File: config.mk
export PLATFORM = sky130hd
export DESIGN_NAME = rr_onehot_arbiter
export DESIGN_NICKNAME = d
export VERILOG_FILES = /design/src/rtl/arb_pkg.sv /design/src/rtl/rr_pick.sv /design/src/rtl/rr_onehot_arbiter.sv
export SDC_FILE = /design/constraint.sdc
export NUM_CORES = 1
export LEC_CHECK = 0
export BUFFER_PORTS_ARGS = -buffer_cell sky130_fd_sc_hd__buf_4
export CORE_UTILIZATION = 40
export CTS_BUF_LIST = sky130_fd_sc_hd__clkbuf_8
export CTS_CLUSTER_SIZE = 12
export DETAILED_ROUTE_END_ITERATION = 7
export HOLD_SLACK_MARGIN = 0.06
export PLACE_DENSITY = 0.67
export SKIP_CTS_REPAIR_TIMING = 1
export SLEW_MARGIN = 20
export SYNTH_ARGS = -nofsm -noshare
export SYNTH_HDL_FRONTEND = slang
export SYNTH_HIERARCHICAL = 1
export SYNTH_SLANG_ARGS = --single-unit
File: constraint.sdc
create_clock -name clk -period 3.4 [get_ports clk]
set_input_delay 0.85 -clock clk [delete_from_list [all_inputs] [get_ports clk]]
set_output_delay 0.85 -clock clk [all_outputs]
set_load 0.03 [all_outputs]
File: src/rtl/arb_pkg.sv
// Shared types and helpers for the round-robin one-hot arbiter.
//   arb_state_e : FSM encoding (IDLE -> GRANT -> RELEASE -> IDLE)
//   onehot()    : index -> one-hot vector, sized for the largest legal N;
//                 callers truncate to their own N.
package arb_pkg;

    typedef enum logic [1:0] {
        IDLE    = 2'd0,
        GRANT   = 2'd1,
        RELEASE = 2'd2
    } arb_state_e;

    localparam int ARB_MAX_N = 16;
    localparam int ARB_IDX_W = 4;

    function automatic logic [ARB_MAX_N-1:0] onehot(input logic [ARB_IDX_W-1:0] idx);
        logic [ARB_MAX_N-1:0] v;
        v      = '0;
        v[idx] = 1'b1;
        return v;
    endfunction

endpackage

File: src/rtl/rr_pick.sv
// Combinational round-robin pick.
//   i_req   : request vector
//   i_ptr   : search start index (highest priority)
//   o_win   : index of first set request at or after i_ptr, wrapping past N-1
//   o_found : high when any request is set
module rr_pick #(
    parameter int N  = 4,
    parameter int IW = $clog2(N)
) (
    input  logic [N-1:0]  i_req,
    input  logic [IW-1:0] i_ptr,
    output logic [IW-1:0] o_win,
    output logic          o_found
);

    // Walk offsets 0..N-1 from the pointer; the first hit wins. The
    // modulo keeps the wrap correct for non-power-of-two N.
    always_comb begin
        o_found = 1'b0;
        o_win   = '0;
        for (int i = 0; i < N; i++) begin
            if (!o_found && i_req[(int'(i_ptr) + i) % N]) begin
                o_found = 1'b1;
                o_win   = IW'((int'(i_ptr) + i) % N);
            end
        end
    end

endmodule

File: src/rtl/rr_onehot_arbiter.sv
// Round-robin arbiter producing a zero-or-one-hot grant vector.
// A grant is held until done, or until the hold watchdog expires, and is
// always followed by one mandatory all-zero RELEASE cycle.
//   clk, rst_n  : clock, asynchronous active-low reset
//   req[N]      : level-sensitive requests
//   done        : owner releases the grant (ignored unless granted)
//   gnt[N]      : registered zero-or-one-hot grant
//   gnt_valid   : |gnt
//   gnt_id      : index of granted requester, 0 when idle
//   timeout_err : one-cycle pulse on a watchdog-forced release
module rr_onehot_arbiter
    import arb_pkg::*;
#(
    parameter int N        = 4,
    parameter int HOLD_MAX = 8
) (
    input  logic                 clk,
    input  logic                 rst_n,
    input  logic [N-1:0]         req,
    input  logic                 done,
    output logic [N-1:0]         gnt,
    output logic                 gnt_valid,
    output logic [$clog2(N)-1:0] gnt_id,
    output logic                 timeout_err
);

    localparam int IW = $clog2(N);
    localparam int CW = $clog2(HOLD_MAX + 1);

    arb_state_e      r_state, w_state_nx;
    logic [IW-1:0]   r_ptr, w_ptr_nx;
    logic [CW-1:0]   r_hold, w_hold_nx;
    logic [N-1:0]    r_gnt, w_gnt_nx;
    logic [IW-1:0]   r_gnt_id, w_gnt_id_nx;
    logic            r_gnt_valid, w_gnt_valid_nx;
    logic            r_timeout, w_timeout_nx;

    logic [IW-1:0]   w_win;
    logic            w_found;

    rr_pick #(
        .N  (N),
        .IW (IW)
    ) u_pick (
        .i_req   (req),
        .i_ptr   (r_ptr),
        .o_win   (w_win),
        .o_found (w_found)
    );

    always_ff @(posedge clk or negedge rst_n) begin
        if (!rst_n) begin
            r_state     <= IDLE;
            r_ptr       <= '0;
            r_hold      <= '0;
            r_gnt       <= '0;
            r_gnt_id    <= '0;
            r_gnt_valid <= 1'b0;
            r_timeout   <= 1'b0;
        end else begin
            r_state     <= w_state_nx;
            r_ptr       <= w_ptr_nx;
            r_hold      <= w_hold_nx;
            r_gnt       <= w_gnt_nx;
            r_gnt_id    <= w_gnt_id_nx;
            r_gnt_valid <= w_gnt_valid_nx;
            r_timeout   <= w_timeout_nx;
        end
    end

    always_comb begin
        w_state_nx     = r_state;
        w_ptr_nx       = r_ptr;
        w_hold_nx      = r_hold;
        w_gnt_nx       = r_gnt;
        w_gnt_id_nx    = r_gnt_id;
        w_gnt_valid_nx = r_gnt_valid;
        w_timeout_nx   = 1'b0;

        case (r_state)
            IDLE: begin
                if (w_found) begin
                    w_state_nx     = GRANT;
                    w_gnt_nx       = N'(onehot(ARB_IDX_W'(w_win)));
                    w_gnt_id_nx    = w_win;
                    w_gnt_valid_nx = 1'b1;
                    w_hold_nx      = CW'(1);
                end
            end
            GRANT: begin
                // done takes precedence over an expiring watchdog, so no
                // error pulse when both land on the same edge. req is not
                // looked at here: the owner keeps the grant regardless.
                if (done || (r_hold == CW'(HOLD_MAX))) begin
                    w_state_nx     = RELEASE;
                    w_gnt_nx       = '0;
                    w_gnt_id_nx    = '0;
                    w_gnt_valid_nx = 1'b0;
                    w_hold_nx      = '0;
                    w_ptr_nx       = (r_gnt_id == IW'(N - 1)) ? '0 : r_gnt_id + IW'(1);
                    w_timeout_nx   = !done;
                end else begin
                    // Only reached below HOLD_MAX, so the counter saturates.
                    w_hold_nx = r_hold + CW'(1);
                end
            end
            RELEASE: begin
                // Guaranteed gnt=0 cycle between owners.
                w_state_nx = IDLE;
            end
            default: begin
                w_state_nx = IDLE;
            end
        endcase
    end

    assign gnt         = r_gnt;
    assign gnt_valid   = r_gnt_valid;
    assign gnt_id      = r_gnt_id;
    assign timeout_err = r_timeout;

endmodule
==> results.json <==
{
  "status": "finished, final reports clean",
  "gp_congestion": 0.739,
  "synth_fp_nets": 92,
  "min_period_over_period": 0.553,
  "hold_ws_ns": 0.440,
  "synthToLayoutAreaGrowth_pct": 21.4,
  "worstPathArrival_ns": 2.02,
  "yosys.area.top_type": "dfrtp_1",
  "grtUsageTotal": 0.171,
  "drc_errors": 0,
  "ant_nets": 0,
  "synth_area_um2": 796,
  "synth_area_leaders": "dfrtp_1 (50%), ha_1 (4.7%), inv_1 (4.7%), nand2_1 (4.7%), o32ai_1 (4.4%)",
  "tightestPinTransition_ns": 0.583,
  "grt_overflow_total": 0,
  "synth.most_common_cell": "dfrtp_1",
  "syn_area_per_cell_um2": 9.70,
  "cts_made_buffers": 3,
  "ys_ff_latch": 16,
  "synth_cell_type_count": 28,
  "diodes": 0,
  "drtPass1Iterations": 2,
  "max-vdd-ir-drop_v": 0.000569,
  "rsz0062_at_grt": "false",
  "dr_total_vias": 631,
  "worst_setup_path_start_kind": "input port",
  "crit_fanout": 3,
  "core_area_um2": 1800,
  "fin_worst_skew_ns": 0.00113,
  "grt_first_pass_wirelength_um": 2460,
  "max_slew_margin": 0.611,
  "synth_cells": 82,
  "r2r-end": "r_ptr[1]",
  "p_sw_frac": 0.411,
  "yosysSeqAreaShare": 0.503,
  "fin_setup_tns_ns": 0,
  "nets": 108,
  "fin_ws_ns": 1.52,
  "setup_viol": 0,
  "h-tree-depth": 1,
  "post-place-ws_ns": 1.28,
  "p_per_area_nw_per_um2": 897,
  "p_sw_uw": 357,
  "reg2reg_from": "r_hold[0]",
  "rrSetupSlack_ns": 1.58,
  "multi_input_area_um2": 333,
  "grt_max_degree": 17,
  "async_reset_ff_frac": 1.00,
  "internal_power_uw": 510,
  "p_leak_uw": 0.000465,
  "cap_viol_max_count": 0,
  "worstPathRequired_ns": 3.54,
  "antenna_found_initial": 0,
  "path_clk_slew_ns": 0.06,
  "cts_root_buf": "clkbuf_8",
  "synth-edff-count": 0,
  "die-height_um": 46.6,
  "synthTopCellsByCount": "dfrtp_1 (16), inv_1 (10), nand2_1 (10), a21oi_1 (6), o32ai_1 (4)",
  "dieArea_um2": 2170,
  "p_comb_frac": 0.424,
  "first_global_vias": 578,
  "ys_warn_count": 6,
  "cts_num_sinks": 16,
  "timing.final.hold_violations": 0,
  "start_util": 0.442,
  "wl_um": 1540,
  "netlist.area_leader.share": 0.503,
  "period_minus_slack_ns": 1.88,
  "crit_type": "input port to flop",
  "maxSlewViolCount": 0,
  "seqPwrFrac": 0.380,
  "dp_hpwl_um": 1150,
  "cts_tree": "built",
  "fmax_mhz": 532,
  "n_fill_cell": 179,
  "pwr-share-clk": 0.196,
  "die_w_um": 46.6,
  "drt-wirelength-per-cell_um": 12.6,
  "synth_flop_cell": "dfrtp_1",
  "hold_class": "input port to asynchronous set/reset pin",
  "drt-initial-drc-count": 9,
  "clk_latency_ns": 0.25,
  "drive_gt1_frac": 0.206,
  "viasPerCell": 5.17,
  "ff_latch_area_um2": 400,
  "reg2reg_depth": 5,
  "port_buffers": 14,
  "cts_buffer_depth": 2,
  "endpoint_kind": "flop",
  "io_pins": 15,
  "num_rows": 15
}
cell families (layout without fill, tap and decap cells):
kind of cell,count (synthesis),after routing,synth area share
simple gates,25,25,0.156
compound gates,22,22,0.187
flops,16,16,0.503
buf+inv,14,29,0.0786
fa+ha+maj,3,3,0.0472
mux,2,2,0.0283
sequential cells by signal, indices dropped and copies added, names as in the netlist:
| signal | flops |
|---|---|
| gnt_valid | 1 |
| r_state | 2 |
| r_ptr | 2 |
| timeout_err | 1 |
| r_hold | 4 |
| gnt | 4 |
| gnt_id | 2 |
layout by cell type, fill, tap and decap left out, types with 3 or more instances in the layout:
master	instances
dfrtp_1	16
buf_4	14
inv_1	10
nand2_1	10
a21oi_1	6
o32ai_1	4
clkbuf_8	4
nand2b_1	3
nand3_1	3
nor2_1	3
ha_1	3
power groups by stage:
stage                     Clock (uW)  Combinational [uW]  Sequential (uW)
after global placement             0                 359              329
after floorplan                    0                 206              388
after CTS                        174                 371              328
final                            170                 367              329
after detailed placement           0                 369              332
after global routing             180                 402              338
worst max-delay path: stages:
cell and delay [ns]:
buf_4 0.09, inv_1 0.05, a221o_1 0.34, a21oi_1 0.26, inv_1 0.12, o32ai_1 0.31
cell type report:
type	instances	share of cell area
clock buffers	4	0.0570
inverters	11	0.0427
multi-input cells	52	0.345
flip-flops and latches	16	0.415
well taps	25	0.0324
repair buffers	14	0.109
per-layer routing:
layer,share of wire,GRT usage,up-vias,wire length (um)
li1,-,-,315,-
met1,0.50,0.223,300,764
met2,0.44,0.242,11,676
met3,0.034,0.0353,5,52
met4,0.027,0.135,0,42
met5,0,0,-,0
stage by stage:
| step | power (uW) | utilization | instance area (um^2) | cells |
|---|---|---|---|---|
| CTS | 873 | 0.536 | 966 | 122 |
| global placement | 688 | 0.506 | 911 | 118 |
| global route | 920 | 0.536 | 966 | 122 |
| finish | 867 | 0.536 | 966 | 122 |
| detailed placement | 700 | 0.506 | 911 | 118 |
| floorplan | 595 | - | 796 | 82 |
worst max path at each step:
stage	startpoint	cells after the start	endpoint
after floorplan	req[3]	6	gnt[2]
after global placement	req[1]	6	gnt[3]
after detailed placement	req[1]	6	gnt[3]
after CTS	req[1]	6	gnt[3]
after global routing	req[1]	6	gnt[3]
final	req[1]	6	gnt[3]
No activity file was read; power rests on OpenSTA's default activity.
